[config.mk]
export PLATFORM = sky130hd
export DESIGN_NAME = multicycle_ctrl
export DESIGN_NICKNAME = d
export VERILOG_FILES = /design/src/rtl/multicycle_ctrl.sv
export SDC_FILE = /design/constraint.sdc
export NUM_CORES = 1
export LEC_CHECK = 0
export BUFFER_PORTS_ARGS = -buffer_cell sky130_fd_sc_hd__buf_2
export CAP_MARGIN = 10
export CORE_UTILIZATION = 39
export CTS_CLUSTER_DIAMETER = 60
export CTS_CLUSTER_SIZE = 28
export DETAILED_ROUTE_END_ITERATION = 10
export GPL_ROUTABILITY_DRIVEN = 1
export PLACE_DENSITY = 0.65
export SYNTH_ARGS = -nofsm -noshare
export SYNTH_HDL_FRONTEND = slang
export SYNTH_SLANG_ARGS = --single-unit
[constraint.sdc]
create_clock -name clk -period 1.8 [get_ports clk]
set_clock_uncertainty 0.05 [all_clocks]
set_input_delay 0.09 -clock clk [delete_from_list [all_inputs] [get_ports clk]]
set_output_delay 0.09 -clock clk [all_outputs]
set_load 0.005 [all_outputs]
[src/rtl/multicycle_ctrl.sv]
// rtl/multicycle_ctrl.sv - IF/ID/EXE/MEM/WB sequencer for the RFplusALU datapath
// Owns IR, PSW and the memory-handshake timeout; all strobes are decoded from (State, IR).
module multicycle_ctrl #(
   parameter int DW       = 16,
   parameter int WAIT_MAX = 15
) (
   input  logic          clk,
   input  logic          Reset,
   input  logic [DW-1:0] MemRdata,
   input  logic          MemReady,
   input  logic          C,
   input  logic          Z,
   input  logic          N,
   output logic [10:0]   Ins,
   output logic          WBRF,
   output logic          WBresource,
   output logic          RBresource,
   output logic          OprandB,
   output logic          LI,
   output logic          ALUop,
   output logic          Flag,
   output logic          PSW_C,
   output logic          MemRead,
   output logic          MemWrite,
   output logic          IorD,
   output logic          PCWrite,
   output logic          PCsrc,
   output logic          Halted,
   output logic          BusErr,
   output logic          Illegal,
   output logic [2:0]    State
);

   typedef enum logic [2:0] {
      S_IF   = 3'd0,
      S_ID   = 3'd1,
      S_EXE  = 3'd2,
      S_MEM  = 3'd3,
      S_WB   = 3'd4,
      S_HALT = 3'd5
   } state_t;

   localparam logic [4:0] OP_ALU = 5'b00000;
   localparam logic [4:0] OP_LHI = 5'b00001;
   localparam logic [4:0] OP_LLI = 5'b00010;
   localparam logic [4:0] OP_LDR = 5'b00011;
   localparam logic [4:0] OP_STR = 5'b00100;
   localparam logic [4:0] OP_B   = 5'b00101;
   localparam logic [4:0] OP_BEQ = 5'b00110;
   localparam logic [4:0] OP_BCS = 5'b00111;
   localparam logic [4:0] OP_HLT = 5'b11111;

   localparam logic [7:0] WAIT_LAST = 8'(WAIT_MAX - 1);

   state_t        state;
   state_t        state_nx;
   logic [DW-1:0] ir;
   logic [2:0]    psw;
   logic [7:0]    wait_cnt;
   logic          bus_err_q;
   logic [4:0]    op;
   logic          legal;
   logic          wait_active;
   logic          timeout;
   logic [2:0]    flag_mask;
   logic          taken;

   assign op          = ir[DW-1 -: 5];
   assign legal       = (op <= OP_BCS);
   assign wait_active = (state == S_IF) || (state == S_MEM);
   // The limit cycle itself still honours a late MemReady; only a miss there aborts.
   assign timeout     = wait_active && !MemReady && (wait_cnt == WAIT_LAST);

   // PSW is {C,Z,N}; branches test the stored flags, never the live ALU outputs.
   always_comb begin
      flag_mask = 3'b000;
      case (op)
         OP_BEQ:  flag_mask = 3'b010;
         OP_BCS:  flag_mask = 3'b100;
         default: flag_mask = 3'b000;
      endcase
   end
   assign taken = (op == OP_B) || (|(psw & flag_mask));

   always_ff @(posedge clk or negedge Reset) begin
      if (!Reset) begin
         state     <= S_IF;
         ir        <= '0;
         psw       <= '0;
         wait_cnt  <= '0;
         bus_err_q <= 1'b0;
      end else begin
         state     <= state_nx;
         bus_err_q <= timeout;
         if (state == S_IF && MemReady)
            ir <= MemRdata;
         if (state == S_EXE && op == OP_ALU)
            psw <= {C, Z, N};
         if (wait_active && !MemReady && !timeout)
            wait_cnt <= wait_cnt + 8'd1;
         else
            wait_cnt <= '0;
      end
   end

   always_comb begin
      state_nx   = state;
      WBRF       = 1'b0;
      WBresource = 1'b0;
      RBresource = 1'b0;
      OprandB    = 1'b0;
      LI         = 1'b0;
      ALUop      = 1'b0;
      Flag       = 1'b0;
      MemRead    = 1'b0;
      MemWrite   = 1'b0;
      IorD       = 1'b0;
      PCWrite    = 1'b0;
      PCsrc      = 1'b0;
      Halted     = 1'b0;
      Illegal    = 1'b0;
      // Outputs are held low while Reset is asserted, even though state already reads IF.
      if (Reset) begin
         case (state)
            S_IF: begin
               MemRead = 1'b1;
               if (MemReady) begin
                  PCWrite  = 1'b1;
                  state_nx = S_ID;
               end else if (timeout) begin
                  state_nx = S_IF;
               end
            end
            S_ID: begin
               if (op == OP_HLT) begin
                  state_nx = S_HALT;
               end else if (legal) begin
                  state_nx = S_EXE;
               end else begin
                  Illegal  = 1'b1;
                  state_nx = S_IF;
               end
            end
            S_EXE: begin
               state_nx = S_IF;
               case (op)
                  OP_ALU: begin
                     {ALUop, Flag} = ir[1:0];
                     state_nx      = S_WB;
                  end
                  OP_LHI: begin
                     RBresource = 1'b1;
                     LI         = 1'b1;
                     state_nx   = S_WB;
                  end
                  OP_LLI: state_nx = S_WB;
                  OP_LDR: begin
                     OprandB  = 1'b1;
                     state_nx = S_MEM;
                  end
                  OP_STR: begin
                     OprandB    = 1'b1;
                     RBresource = 1'b1;
                     state_nx   = S_MEM;
                  end
                  OP_B, OP_BEQ, OP_BCS: begin
                     PCWrite = taken;
                     PCsrc   = taken;
                  end
                  default: state_nx = S_IF;
               endcase
            end
            S_MEM: begin
               IorD = 1'b1;
               if (op == OP_LDR)
                  MemRead = 1'b1;
               if (op == OP_STR) begin
                  MemWrite   = 1'b1;
                  RBresource = 1'b1;
               end
               if (MemReady)
                  state_nx = (op == OP_LDR) ? S_WB : S_IF;
               else if (timeout)
                  state_nx = S_IF;
            end
            S_WB: begin
               WBRF       = 1'b1;
               WBresource = (op == OP_LDR);
               state_nx   = S_IF;
            end
            S_HALT: Halted = 1'b1;
            default: state_nx = S_IF;
         endcase
      end
   end

   assign Ins    = ir[10:0];
   assign PSW_C  = psw[2];
   assign BusErr = bus_err_q;
   assign State  = state;

endmodule

==> flow_summary.ini, run 1 <==
[outcome]
outcome = complete, but fails checks
violations_in_the_final_reports = negative setup slack

[yosys]
postSynthNetCount = 176
synthTopCellsByArea = dfrtp_1 47%, mux2_2 13%, buf_4 5.2%
syn_avg_cell_area_um2 = 10.5
seq_area_frac_synth_pct = 47.1
synth_area_leader_cell = dfrtp_1
ys.flop_type = dfrtp_1
fraction_of_post_synthesis_cell_area_in_the_top_cell_type_by_area_pct = 47.1
yosysWarnings = 0
synth-edff-count = 0
synth_area_mm2 = 0.00159
synthMostInstantiatedCell = dfrtp_1
synth-seq-cells = 30
async_reset_ff_share_pct = 100
synth.cells.most_frequent = 30 x dfrtp_1, 20 x nor2_1, 18 x mux2_2, 11 x buf_4, 6 x nand2_1
post_synth_num_cell_types = 39
syn_inst = 152

[final_layout]
area_growth_syn_to_layout_pct = 41.6
fillCellCount = 318
regArea_um2 = 752
area_taken_by_multi_input_logic_gates_um2 = 763
final_layout_size_suffix_gt1_share_pct = 45.5
diodes = 0
layout.cells.non_filler = 272
nets = 247

[clock_tree]
max-clock-path-buffers = 2
tritoncts.num_buffers = 5
clock_transition_at_the_register_clock_pins_on_the_worst_setup_and_hold_paths_after_cts_ns = 0.06
root_buffer = clkbuf_8
cts.sinks = 30
clock_insertion_delay_worst_skew_ns = 0.27
cts_htree_levels = 2
tritoncts = built

[floorplanning]
top_level_ports = 52
die_w_um = 65.9
die_h_um = 65.9
effective_utilization_at_floorplan_pct = 41.9
die-area_mm2 = 0.00434
fp.coreArea_mm2 = 0.00380
core.rowCount = 22

[critical_path]
setup.worst_path.start_class = register
ff2ff_path_depth = 5
cp_top_family = simple AND/OR/NAND/NOR gates
sum_of_buffers_and_inverters_on_the_critical_path = 2
worstSetupEndpointType = primary output
crit-reg2reg-launch = ir[14]
critPathKind = register to primary output
worst-endpoint-arrival_ns = 1.96
crit_path_top_delay_cell = or4_4
required_ns = 1.66
max_stage_delay_ns = 0.45
crit_fanout = 2
crit-reg2reg-capture = psw[2]
regToRegSetupSlack_ns = -0.21
crit_path_cell_trace = or3b_4 -> or4_4 -> buf_6 -> nor3_4 -> a21o_1 -> buf_2

[drt]
detail_route.iter0.violations = 116
detail_route.vias_per_cell = 5.20
drt.antenna.violating_nets = 0
detailroute.via_count = 1415
totalWireLength_um = 3810
drt_first_pass_iters = 4
post_drt_wl_per_cell_um = 14.0
route.detailed.drc = 0

[sta]
hold_viol_final = 0
worst_slew_margin_rel_pct = 72.4
period_needed_ns = 2.10
finalMaxSlewViolations = 0
setup_viol = 8
hold_ws_ns = 0.0145
rsz0062_at_grt = true
timing_worst_slew_pin_value_ns = 0.412
achievable_clock_frequency_ghz = 0.476
finalCritPeriodShare_pct = 117
layout_setup_ws_ns = -0.301

[min_path]
min_path_type = input pin to register
holdPathEnd = ir[14]
hold_path_depth = 2
worstHoldStart = MemRdata[14]

[pwr]
clock_power_share_pct = 18.2
share_comb_of_total_power_pct = 43.8
p_sw_mw = 1.06
vdd_drop_max_mv = 0.993
pint_mw = 1.91
swShare_pct = 35.6
power_density_mw_per_mm2 = 1310
leakagePower_nw = 1.09
share_seq_of_total_power_pct = 38.1

[global_route]
grt_pass1_vias = 1353
global_route.overflow_total = 0
grt_antenna_before_repair = 0
grt_use_total_pct = 19.4
grt_start_max_net_pins = 19
wire_length_of_the_first_global_routing_pass_um = 6180

[placed_design]
place_hpwl_um = 2590
port-buffer-count = 50
preCtsSetupSlack_ns = -0.132
place.gp.congestion = 0.873
dpl.cell_count = 242

[job]
max_cap_violations = 0
[power groups by stage]
stage	Sequential, mW	Clock (mW)	Combinational, mW
after floorplan	1.09	0	0.868
after global placement	1.10	0	1.12
after detailed placement	1.12	0	1.16
after CTS	1.12	0.561	1.26
after global routing	1.16	0.596	1.42
final	1.13	0.539	1.30
[how the worst max path moves through the flow]
stage                     slack (ns)    endpoint     start  cells after the start
after CTS                      -0.33  RBresource    ir[14]                      6
after floorplan                -0.18      psw[1]  State[1]                      5
after global placement          -0.1      psw[2]    ir[14]                      4
final                          -0.30  RBresource    ir[14]                      6
after detailed placement       -0.13      psw[1]    ir[14]                      4
after global routing           -0.40  RBresource    ir[14]                      6
[through the flow]
| step | area (um2) | power (mW) | util [%] | setup TNS (ns) |
|---|---|---|---|---|
| after floorplan | 1590 | 1.96 | - | -0.399 |
| after global placement | 1870 | 2.22 | 49.3 | -0.208 |
| after detailed placement | 1870 | 2.28 | 49.3 | -0.375 |
| after CTS | 2180 | 2.94 | 57.4 | -1.67 |
| after global routing | 2260 | 3.18 | 59.4 | -2.41 |
| final | 2260 | 2.97 | 59.4 | -1.50 |
[layout by cell type (no fill, tap or decap), types with 5 or more instances in the layout]
cell type / n
buf_2: 49
dfrtp_1: 29
nor2_1: 18
dlygate4sd3_1: 18
mux2_2: 17
buf_4: 9
nand2_1: 6
clkbuf_8: 6
inv_1: 5
xor2_1: 5
[repair_timing]
item | 4_1_cts | 5_1_grt
buffers inserted | 2 | 2
cloned | 0 | 0
pin swaps | 6 | 6
hold buffers | 16 | 3
hold endpoints to repair | 45 | 11
resized for setup | 11 | 9
endpoints found under the setup margin | 9 | 14
[state kept, by name, indices dropped and copies added (netlist names)]
signal / cells
ir: 16
wait_cnt: 8
psw: 2
State: 3
BusErr: 1
[cell families after synthesis]
kind of cell | after synthesis | synth area share (%)
muxes | 18 | 12.7
adders and majority gates | 2 | 1.57
and+or+nand+nor | 59 | 20.3
xor gates and xnor gates | 6 | 3.30
AOI/OAI and AO/OA | 14 | 6.36
buffers and inverters | 23 | 8.64
DFF | 30 | 47.1
[per-layer routing]
| layer | GRT usage, % | vias up | wire [um] | share of wire, % |
|---|---|---|---|---|
| li1 | - | 657 | - | - |
| met1 | 22.9 | 706 | 1640 | 43 |
| met2 | 32.5 | 45 | 1900 | 50 |
| met3 | 4.48 | 7 | 200 | 5.2 |
| met4 | 9.78 | 0 | 78 | 2.0 |
| met5 | 0 | - | 0 | 0 |
[final cells by class]
cell class	instances	share of cell area (%)
inverter	5	0.832
sequential	30	33.3
timing repair buffer	82	25.3
tap	48	2.66
multi-input combinational	99	33.8
clock inverter	1	0.222
clock buffer	7	3.83
Note: power is estimated with default switching activity, not from simulation.
==> inputs of run 2 (changes only) <==
--- a/config.mk
+++ b/config.mk
@@ -12,7 +12,7 @@
 export CTS_CLUSTER_SIZE = 28
 export DETAILED_ROUTE_END_ITERATION = 10
 export GPL_ROUTABILITY_DRIVEN = 1
-export PLACE_DENSITY = 0.65
+export PLACE_DENSITY = 0.73
 export SYNTH_ARGS = -nofsm -noshare
 export SYNTH_HDL_FRONTEND = slang
 export SYNTH_SLANG_ARGS = --single-unit
==> run 2 against run 1 <==
Against the previous run:
- the flow still finishes with violations (negative setup slack)
- critical path depth shrank 1
- worst setup slack worse by 0.046 ns
- design area rose by 4.1%
- clock power increased by 55%
- global-route usage down 0.85 points
- flip-flop and latch count stayed put
- cell count is 2.2% higher
- first-iteration DRC count rose by 17%
- power up 14%
- die area did not move
- via count is 0.35% lower
- count of clock-buffer cells in the layout is 1 lower
- largest power group unchanged
==> flow_summary.ini, run 2 (same netlist as run 1, synthesis figures left out) <==
[sta]
finalMaxSlewViolations = 0
achievable_clock_frequency_ghz = 0.466
layout_setup_ws_ns = -0.347
hold_viol_final = 0
hold_ws_ns = 0.00900
timing_worst_slew_pin_value_ns = 0.403
period_needed_ns = 2.15
setup_viol = 6
finalCritPeriodShare_pct = 119
worst_slew_margin_rel_pct = 73.1
rsz0062_at_grt = true

[floorplanning]
die-area_mm2 = 0.00434
effective_utilization_at_floorplan_pct = 41.9
fp.coreArea_mm2 = 0.00380
die_h_um = 65.9
die_w_um = 65.9
top_level_ports = 52
core.rowCount = 22

[outcome]
violations_in_the_final_reports = negative setup slack
outcome = complete, but fails checks

[job]
max_cap_violations = 0

[drt]
post_drt_wl_per_cell_um = 14.0
drt_first_pass_iters = 4
detail_route.iter0.violations = 136
totalWireLength_um = 3900
route.detailed.drc = 0
detail_route.vias_per_cell = 5.07
detailroute.via_count = 1410
drt.antenna.violating_nets = 0

[critical_path]
worstSetupEndpointType = primary output
setup.worst_path.start_class = register
regToRegSetupSlack_ns = -0.27
ff2ff_path_depth = 5
worst-endpoint-arrival_ns = 2.01
crit-reg2reg-launch = ir[14]
critPathKind = register to primary output
crit-reg2reg-capture = psw[2]
crit_fanout = 3
required_ns = 1.66

[final_layout]
mostFrequentLayoutCell = buf_2
regArea_um2 = 752
fillCellCount = 309
number_of_flip_flops_in_the_largest_register = 16
layout.cells.non_filler = 278
final_layout_size_suffix_gt1_share_pct = 47.8
layout_common_cells = 49 x buf_2, 29 x dfrtp_1, 19 x dlygate4sd3_1
diodes = 0
area_taken_by_multi_input_logic_gates_um2 = 766
max_flop_register = ir
nets = 253
area_growth_syn_to_layout_pct = 47.4

[clock_tree]
cts_htree_levels = 2
cts.sinks = 30
max-clock-path-buffers = 2
clock_insertion_delay_worst_skew_ns = 0.27
tritoncts.num_buffers = 5
clock_transition_at_the_register_clock_pins_on_the_worst_setup_and_hold_paths_after_cts_ns = 0.07
root_buffer = clkbuf_8
tritoncts = built

[min_path]
hold_path_depth = 2
worstHoldStart = MemRdata[13]
holdPathEnd = ir[13]
min_path_type = input pin to register

[global_route]
wire_length_of_the_first_global_routing_pass_um = 6090
grt_antenna_before_repair = 0
grt_use_total_pct = 18.5
grt_pass1_vias = 1303
global_route.overflow_total = 0
grt_start_max_net_pins = 18

[pwr]
vdd_drop_max_mv = 0.978
power_density_mw_per_mm2 = 1440
leakagePower_nw = 1.13

[placed_design]
place.gp.congestion = 0.857
port-buffer-count = 50
dpl.cell_count = 244
place_hpwl_um = 2320
[run 2: worst max-delay path: stages, from the launching register on]
cell and delay [ns]:
dfrtp_1 0.37, or3b_1 0.42, or4_4 0.48, nor3_4 0.17, and3_4 0.21, buf_6 0.09
[run 2: timing repair]
action / CTS / global route
hold buffers: 19 / 0
endpoints found under the setup margin: 7 / 12
hold endpoints to repair: 25 / 0
pin swaps: 1 / 4
resized for setup: 2 / 17
setup buffers: 1 / 8
[run 2: how the worst max path moves through the flow]
stage / startpoint / end / slack, ns / cells after the start
after floorplan: State[1] / psw[1] / -0.18 / 5
after global placement: ir[14] / psw[2] / -0.1 / 4
after detailed placement: ir[14] / psw[1] / -0.16 / 4
after CTS: ir[14] / ALUop / -0.31 / 5
after global routing: ir[14] / ALUop / -0.43 / 5
final: ir[14] / ALUop / -0.35 / 5
[run 2: routing by layer]
metal	global-route usage (%)	share of wire, %	up-vias	wire length, um
met5	0	0	-	0
met1	24.8	45	675	1740
met3	2.24	4.3	8	169
li1	-	-	676	-
met2	30.0	49	51	1920
met4	7.88	1.8	0	72
[run 2: where the power goes]
part	switching [mW]	internal, mW	total, mW
clock	0.248	0.590	0.838
combinational	0.682	0.757	1.44
sequential	0.167	0.930	1.10
[run 2: cell type report]
class                   instances  area share (%)
clock buffers                   6            3.52
inverters                       5           0.799
repair buffers                 88            25.9
flip-flops and latches         30            32.0
multi-input cells              99            32.6
clock inverters                 2            2.56
well taps                      48            2.56
[run 2: metrics by stage]
step | setup TNS (ns) | worst slack [ns] | util (%) | power (mW) | cell area (um2)
2_1_floorplan | -0.399 | -0.176 | - | 1.96 | 1590
3_3_place_gp | -0.213 | -0.0997 | 49.7 | 2.28 | 1890
3_5_place_dp | -0.441 | -0.156 | 49.7 | 2.28 | 1890
4_1_cts | -1.56 | -0.307 | 58.9 | 3.17 | 2240
5_1_grt | -2.34 | -0.427 | 61.8 | 3.60 | 2350
6_report | -1.71 | -0.347 | 61.8 | 3.37 | 2350
==> inputs of run 3 (changes only) <==
==> constraint.sdc (replaced) <==
create_clock -name clk -period 1.8 [get_ports clk]
set_clock_uncertainty 0.05 [all_clocks]
set_input_delay 0.36 -clock clk [delete_from_list [all_inputs] [get_ports clk]]
set_output_delay 0.36 -clock clk [all_outputs]
set_load 0.005 [all_outputs]
==> run 3 against run 2 <==
Against the previous run:
- the flow still finishes with violations (negative setup slack)
- flip-flop and latch count unchanged
- die area unchanged
- clock power is 32% lower
- design area is 2.7% lower
- register-to-register slack better by 0.07 ns
- power is 2.8% lower
- via count fell by 3.8%
- non-clock buffer count shrank 8
- first-iteration DRC count increased by 20%
- cell count decreased by 2.9%
- fmax down 10%
==> flow_summary.ini, run 3 (same netlist as run 1, synthesis figures left out) <==
[critical_path]
setup.worst_path.start_class = register
critPathKind = register to primary output
worstSetupEndpointType = primary output
crit_path_start = ir[14]
crit-reg2reg-launch = ir[14]
required_ns = 1.39
crit_fanout = 3
worst-endpoint-arrival_ns = 1.98

[final_layout]
fillCellCount = 320
max_flop_register = ir
design_area_mm2 = 0.00228
nets = 245
diodes = 0
number_of_flip_flops_in_the_largest_register = 16
mostFrequentLayoutCell = buf_2
final_layout_size_suffix_gt1_share_pct = 57.7
regArea_um2 = 751
area_growth_syn_to_layout_pct = 43.4
layout_common_cells = 49 x buf_2, 30 x dfrtp_1, 25 x buf_4
area_taken_by_multi_input_logic_gates_um2 = 851

[drt]
detail_route.iter0.violations = 163
drt.antenna.violating_nets = 0
detail_route.vias_per_cell = 5.02
totalWireLength_um = 3840
drt_first_pass_iters = 4
post_drt_wl_per_cell_um = 14.2
route.detailed.drc = 0
detailroute.via_count = 1356

[sta]
hold_ws_ns = 0.0106
hold_viol_final = 0
achievable_clock_frequency_ghz = 0.419
finalMaxSlewViolations = 0
finalCritPeriodShare_pct = 133
worst_slew_margin_rel_pct = 81.6
timing_worst_slew_pin_value_ns = 0.273
period_needed_ns = 2.39
setup_viol = 13
layout_setup_ws_ns = -0.586
rsz0062_at_grt = true

[floorplanning]
top_level_ports = 52
die_h_um = 65.9
core.rowCount = 22
effective_utilization_at_floorplan_pct = 41.9
die_w_um = 65.9
fp.coreArea_mm2 = 0.00380
die-area_mm2 = 0.00434

[global_route]
grt_antenna_before_repair = 0
grt_start_max_net_pins = 18
grt_pass1_vias = 1337
global_route.overflow_total = 0
grt_use_total_pct = 19.5
wire_length_of_the_first_global_routing_pass_um = 6110

[pwr]
power_density_mw_per_mm2 = 1440
vdd_drop_max_mv = 0.833
leakagePower_nw = 1.11

[clock_tree]
cts_htree_levels = 2
tritoncts.num_buffers = 5
max-clock-path-buffers = 2
root_buffer = clkbuf_8
tritoncts = built
clock_transition_at_the_register_clock_pins_on_the_worst_setup_and_hold_paths_after_cts_ns = 0.06
clock_insertion_delay_worst_skew_ns = 0.29
cts.sinks = 30

[min_path]
min_path_type = input pin to async pin

[job]
max_cap_violations = 0

[placed_design]
place.gp.congestion = 0.819
place_hpwl_um = 2610
preCtsSetupSlack_ns = -0.270
port-buffer-count = 50
place_area_mm2 = 0.00196

[outcome]
outcome = complete, but fails checks
violations_in_the_final_reports = negative setup slack
[run 3: cell types whose count changed in the layout (fill, tap and decap cells not counted), sizes merged]
cell / change
buf: +11
bufinv: -2
clkinv: +1
clkinvlp: +1
dlygate4sd3: -19
[run 3: critical path, cell delays in order, from the launching register on]
cell,delay [ns]
dfrtp_1,0.38
or3b_4,0.40
or4_4,0.46
nor3_2,0.21
a21o_1,0.12
buf_2,0.12
[run 3: path summary, 6_finish.rpt]
path / end / slack [ns] / depth (start not counted)
setup reg to reg: psw[2] / -0.20 / 5
setup / recovery: RBresource / -0.59 / 5
max in group asynchronous: wait_cnt[4] / 1.43 / 3
min in group clk: psw[1] / 0.25 / 2
hold / removal: State[2] / 0.01 / 2
hold reg to reg: ir[4] / 0.45 / 1
[run 3: stage by stage]
step           setup TNS (ns)  power, mW  instances  utilization [%]
2_1_floorplan           -1.28       1.97        152                -
3_3_place_gp            -1.15       2.33        253             51.6
3_5_place_dp            -1.39       2.35        253             51.6
4_1_cts                 -3.99       3.14        269             58.2
5_1_grt                 -4.91       3.50        270             60.1
6_report                -3.75       3.28        270             60.1
[run 3: final cells by class]
| cell class | instances | share of cell area [%] |
|---|---|---|
| Clock buffer | 6 | 3.61 |
| Inverter | 5 | 0.821 |
| Timing Repair Buffer | 80 | 22.3 |
| Clock inverter | 2 | 0.548 |
| Sequential cell | 30 | 32.9 |
| Multi-Input combinational cell | 99 | 37.2 |
| Tap cell | 48 | 2.63 |
[run 3: timing repair]
item | in CTS | in global routing
buffers inserted | 10 | 3
resized for setup | 23 | 14
hold buffers | 0 | 0
pin swaps | 6 | 4
endpoints found under the setup margin | 13 | 14
[run 3: routing by layer]
layer	global-route usage (%)	share of wire (%)	wire, um	up-vias
li1	-	-	-	657
met1	23.8	41	1580	627
met2	29.7	49	1880	63
met3	7.07	6.9	265	9
met4	10.6	3.1	119	0
met5	0	0	0	-
[run 3: report_power, final]
part / internal [mW] / leakage [nW] / total (mW) / switching, mW
Clock: 0.307 / 0.0472 / 0.568 / 0.262
Sequential: 0.928 / 0.376 / 1.10 / 0.175
Combinational: 0.848 / 0.684 / 1.61 / 0.761
